==> src/rtl/pipe_skid_reg.sv <==
// rtl/pipe_skid_reg.sv - pipeline stage register with two-entry skid buffer, flush-to-bubble and stall counter
// in_ready is taken straight from the skid-valid flop, so no combinational path runs from out_ready.
module pipe_skid_reg #(
  parameter int                 DATA_W      = 96,
  parameter int                 CTRL_W      = 24,
  parameter logic [CTRL_W-1:0]  BUBBLE_CTRL = '0,
  parameter int                 CNT_W       = 16
) (
  input  logic              clk,
  input  logic              reset,
  input  logic              in_valid,
  output logic              in_ready,
  input  logic [DATA_W-1:0] in_data,
  input  logic [CTRL_W-1:0] in_ctrl,
  input  logic              flush,
  output logic              out_valid,
  input  logic              out_ready,
  output logic [DATA_W-1:0] out_data,
  output logic [CTRL_W-1:0] out_ctrl,
  output logic [CNT_W-1:0]  stall_cnt
);

  // Occupancy encoded as {s_valid, m_valid}
  localparam logic [1:0] ST_EMPTY = 2'b00;
  localparam logic [1:0] ST_ONE   = 2'b01;
  localparam logic [1:0] ST_FULL  = 2'b11;

  logic              m_valid;
  logic              s_valid;
  logic [DATA_W-1:0] m_data;
  logic [DATA_W-1:0] s_data;
  logic [CTRL_W-1:0] m_ctrl;
  logic [CTRL_W-1:0] s_ctrl;
  logic [CNT_W-1:0]  cnt;
  logic [1:0]        state;
  logic              accept;
  logic              fire;

  assign state     = {s_valid, m_valid};
  assign in_ready  = ~s_valid;
  assign out_valid = m_valid;
  assign out_data  = m_data;
  assign out_ctrl  = m_valid ? m_ctrl : BUBBLE_CTRL;
  assign stall_cnt = cnt;
  assign accept    = in_valid & ~s_valid;
  assign fire      = m_valid & out_ready;

  always_ff @(posedge clk) begin
    if (reset) begin
      m_valid <= 1'b0;
      s_valid <= 1'b0;
      m_data  <= '0;
      s_data  <= '0;
      m_ctrl  <= BUBBLE_CTRL;
      s_ctrl  <= BUBBLE_CTRL;
    end else if (flush) begin
      // Payload registers keep stale contents; only validity is killed.
      m_valid <= 1'b0;
      s_valid <= 1'b0;
    end else begin
      case (state)
        ST_EMPTY: begin
          if (accept) begin
            m_valid <= 1'b1;
            m_data  <= in_data;
            m_ctrl  <= in_ctrl;
          end
        end
        ST_ONE: begin
          if (accept && fire) begin
            m_data <= in_data;
            m_ctrl <= in_ctrl;
          end else if (accept) begin
            s_valid <= 1'b1;
            s_data  <= in_data;
            s_ctrl  <= in_ctrl;
          end else if (fire) begin
            m_valid <= 1'b0;
          end
        end
        ST_FULL: begin
          if (fire) begin
            m_data  <= s_data;
            m_ctrl  <= s_ctrl;
            s_valid <= 1'b0;
          end
        end
        default: begin
          m_valid <= 1'b0;
          s_valid <= 1'b0;
        end
      endcase
    end
  end

  always_ff @(posedge clk) begin
    if (reset) begin
      cnt <= '0;
    end else if (m_valid && !out_ready && !(&cnt)) begin
      cnt <= cnt + CNT_W'(1);
    end
  end

endmodule

==> config.mk <==
export PLATFORM = sky130hd
export DESIGN_NAME = pipe_skid_reg
export DESIGN_NICKNAME = d
export VERILOG_FILES = /design/src/rtl/pipe_skid_reg.sv
export SDC_FILE = /design/constraint.sdc
export NUM_CORES = 1
export LEC_CHECK = 0
export ABC_AREA = 1
export BUFFER_PORTS_ARGS = -buffer_cell sky130_fd_sc_hd__clkbuf_2
export CAP_MARGIN = 10
export CORE_MARGIN = 2
export CORE_UTILIZATION = 35
export DETAILED_ROUTE_END_ITERATION = 6
export SLEW_MARGIN = 30
export SYNTH_ARGS = -nofsm -noshare
export SYNTH_HDL_FRONTEND = slang
export SYNTH_SLANG_ARGS = --single-unit
==> constraint.sdc <==
create_clock -name clk -period 1.6 [get_ports clk]
set_input_delay 0.24 -clock clk [delete_from_list [all_inputs] [get_ports clk]]
set_output_delay 0.24 -clock clk [all_outputs]
set_load 0.05 [all_outputs]
; ---- Word-level counts from Yosys, hierarchy flattened
; Cells that the tools add are included.
[word_totals]
out_inout_bits = 138
inputBits = 125
wordCells = 53
ff_bits = 258
[op_classes]
n_bitwise = 7
reduce_logical = 13
n_mux = 16
add_sub_neg = 1
n_eq_ne = 9
[op_table]
columns = op, n
row1 = $mux W96, 3
row2 = $pmux W96 S3, 1
row3 = $mux W24, 4
row4 = $pmux W24 S3, 1
row5 = $add A16 B1 Y16 const B, 1
row6 = $reduce_and A16 Y1, 1
row7 = $ne A2 B2 Y1 const B, 7
row8 = $reduce_and A5 Y1, 2
row9 = $reduce_and A4 Y1, 2
row10 = $pmux W1 S3, 2
row11 = $mux W1, 5
row12 = $not A1 Y1, 5
row13 = $logic_and A1 B1 Y1, 3
row14 = $reduce_bool A3 Y1, 1
row15 = $and A1 B1 Y1, 2
row16 = $eq A2 B1 Y1 const B, 1
row17 = $eq A2 B2 Y1 const B, 1
row18 = $logic_not A1 Y1, 2
row19 = $logic_not A2 Y1, 1
row20 = $reduce_or A2 Y1, 1

; ---- Depth between registers and ports, before layout
[depth]
word_depth = 5
ltp_mapped = 10
ltp_nobuf = 9

; ---- Worst setup path before layout
; Ideal clock, no wire load.
[synth_timing]
path_type = flip-flop to output port
startpoint = register m_valid (netlist: out_valid)
endpoint = output port out_ctrl[10]
required_ns = 1.360
arrival_ns = 1.669
path_buffers = 3
slack_ns = -0.309
path_stages_with_launch = 6
cell_sequence = dfxtp_1 buf_6 buf_2 buf_1 nand2_1 inv_1
[synth_between]
elab_chain_len = 1
[synth_rtl]
columns = element, line_no
row1 = from (decl), 28  ; logic m_valid;
row2 = from (signal assigned), 50  ; m_valid <= 1'b0;
row3 = from (signal assigned), 58  ; m_valid <= 1'b0;
row4 = from (signal assigned), 64  ; m_valid <= 1'b1;
row5 = $mux W24, 43  ; assign out_ctrl = m_valid ? m_ctrl : BUBBLE_CTRL;
row6 = to (decl), 19  ; output logic [CTRL_W-1:0] out_ctrl,
; No other way between the ends.

; ---- Worst setup path after layout
[layout_timing]
startpoint = register m_valid (netlist: out_valid)
endpoint = output port out_ctrl[19]
; The elaborated chain is that of the path after synthesis.

==> reports/summary.txt <==
Tcrit/Tclk final = 111%
clock skew = 6.88 ps
post-synth top area share = 47.1%
row cnt = 64
largest net degree at the start of global routing = 97
violated checks = setup timing
worst endpoint required time = 1360 ps
Lkg Pwr = 0.00739 uW
Main synth FF type = dfxtp_1
FF-to-FF path depth = 9
CTS clk-pin slew, worst paths = 60 ps
Crit. End Element = primary output
Worst VDD drop = 0.839 mV
Avg Cell Area, Syn = 6.86 um2
Fin. Hold Viols = 0
busiest grt layer = met2
Post-synth top cells = nor2_1 (424), o21ai_0 (267), nand2_1 (260)
R2R Path Start = out_valid
Ports = 263
DR iter-0 viols = 782
post-synth design cell area = 11000 um2
R2R Setup Slk = -30 ps
FFs w/ async S/R, synth = 0%
met1 usage in global routing = 24.5%
Hold Crit Depth = 3
Hold Path Sink = s_data[58]
Clock Root Buffer = clkbuf_16
Finished Cell Area = 16000 um2
layout cells sized above 1 = 24.6%
TritonRoute pass-1 iters = 5
initial antenna violation count = 1
DRC = 0
Syn Nets = 1723
Initial Util = 35.6%
Pins Over Slew Limit = 0
clk_lat worst skew = 530 ps
Placer Congestion = 0.771
relative slew slack = 76.3%
met2 usage = 34.1%
vias = 11.5k
largest area contributor in the netlist = dfxtp_1
CTS Buffer Depth = 3
WP data arrival = 1540 ps
clk sink count = 258
dpl hpwl = 20.5 mm
vias in the first global route = 10.5k
GR Overflow Total = 0
count leader, synth = nor2_1
cts bufs inserted = 28
Final WS setup = -177 ps
Chip Height = 181 um
total of max-cap violations = 0
Die ar. = 32800 um2
pre-CTS setup slack = 51.7 ps
Final setup viols = 46
final net count = 2075
Routed WL per cell = 15.2 um
Hold Startpoint = in_data[58]
global-route wire length before repair = 53.2 mm
EDFF count, synth = 0
CTS tree = yes
Max Clk Rate = 563 MHz
met3 usage in global routing = 3.00%
worst-path fanout max = 6
Area after DPL = 12800 um2
die width = 181 um
status = finished with violations
Syn Inst Count = 1597
critical path class = reg2out
Area contributors post-synth = dfxtp_1 (47%), nor2_1 (15%), o21ai_0 (12%)
register area share after synthesis = 47.1%
post-DR vias/cell = 4.85
Core Area = 30700 um2
flops & latches, synth = 258
Worst Hold Class = in2reg
GRT Total Usage = 19.4%
R2R Path End = s_ctrl[0]
Synth cell types = 22
Setup crit start kind = flip-flop
PD cells = 984 nW/um2
YS warnings = 0
I/O Buffers = 262
Tmin final = 1780 ps
WL final = 36.0 mm
RSZ-0062 raised after global routing = yes
Slew @ Worst Pin = 357 ps
Syn-to-layout area delta = 46.2%
ANT nets after route = 0
H-tree levels = 1
worst max-delay path by stage:
stage | to | startpoint | cells after the start
finish | out_ctrl[19] | out_valid | 5
floorplan | stall_cnt[15] | stall_cnt[14] | 6
global placement | out_ctrl[6] | out_valid | 4
detailed placement | out_ctrl[6] | out_valid | 4
global route | out_ctrl[19] | out_valid | 5
CTS | out_ctrl[20] | out_valid | 4
metal layers:
layer	part of all wire [%]	wire [um]
met3	5.3	1900
met4	3.1	1110
met1	43	15700
met5	0	0
met2	48	17300
timing repair:
item / in CTS / in global routing
resized for setup: 73 / 180
pin swaps: 0 / 6
setup buffers: 4 / 17
cloned: 3 / 12
endpoints found under the hold margin: 106 / 1
hold buffers: 106 / 1
endpoints found under the setup margin: 25 / 246
logic make-up (layout without fill, tap and decap cells):
kind of cell	after synthesis	after routing	share of synthesized area, %
and+or+nand+nor	782	782	28.1
AOI/OAI and AO/OA	349	349	16.0
DFF	258	258	47.1
buffers and inverters	207	581	8.66
adders and majority gates	1	1	0.114
other	0	1	0
registers in the layout, indices dropped and copies added (netlist names):
register / flops
stall_cnt: 16
out_data: 96
s_valid: 1
out_valid: 1
m_ctrl: 24
s_data: 96
s_ctrl: 24
power breakdown:
group	total, uW	switching (uW)	internal [uW]
clock network	6530	2700	3830
logic	2400	1520	874
registers	6840	157	6680
through the flow:
step                power [uW]  hold WS [ps]  utilization, %  cells  setup TNS (ps)
floorplan                 8290           375               -   1597               0
global placement          8880           433            41.6   2172               0
finish                   15800        0.0802            52.1   2368           -3930
CTS                      15700        0.0328            49.6   2337           -7550
global route             16400          10.1            52.1   2368          -11930
detailed placement        8910           437            41.6   2172               0
layout by cell type (no fill, tap or decap), drive strengths merged:
cell type,count
nor3,2
nand4,2
clkbuf,296
inv,66
diode,1
nor2,426
dlygate4sd3,107
ha,1
clkinv,10
dfxtp,258
bufinv,1
clkinvlp,21
o211a,1
o21ai,288
bufbuf,3
buf,77
nand2,263
nand3,89
a21oi,60
final cells by class:
type	instances	area [um2]
repair buffers	441	3860
diodes	1	2.50
inverters	88	428
flip-flops and latches	258	5190
multi-input cells	1132	5110
clock inverters	10	77.6
well taps	396	495
clock buffers	42	855
fillers	2965	14700
worst max-delay path, stage by stage (launching register included):
cell and delay [ps]:
dfxtp_4 350, buf_12 140, clkbuf_16 170, nand2_4 70
clkinvlp_4 90, clkbuf_16 170
Note: power is estimated with default switching activity, not from simulation.
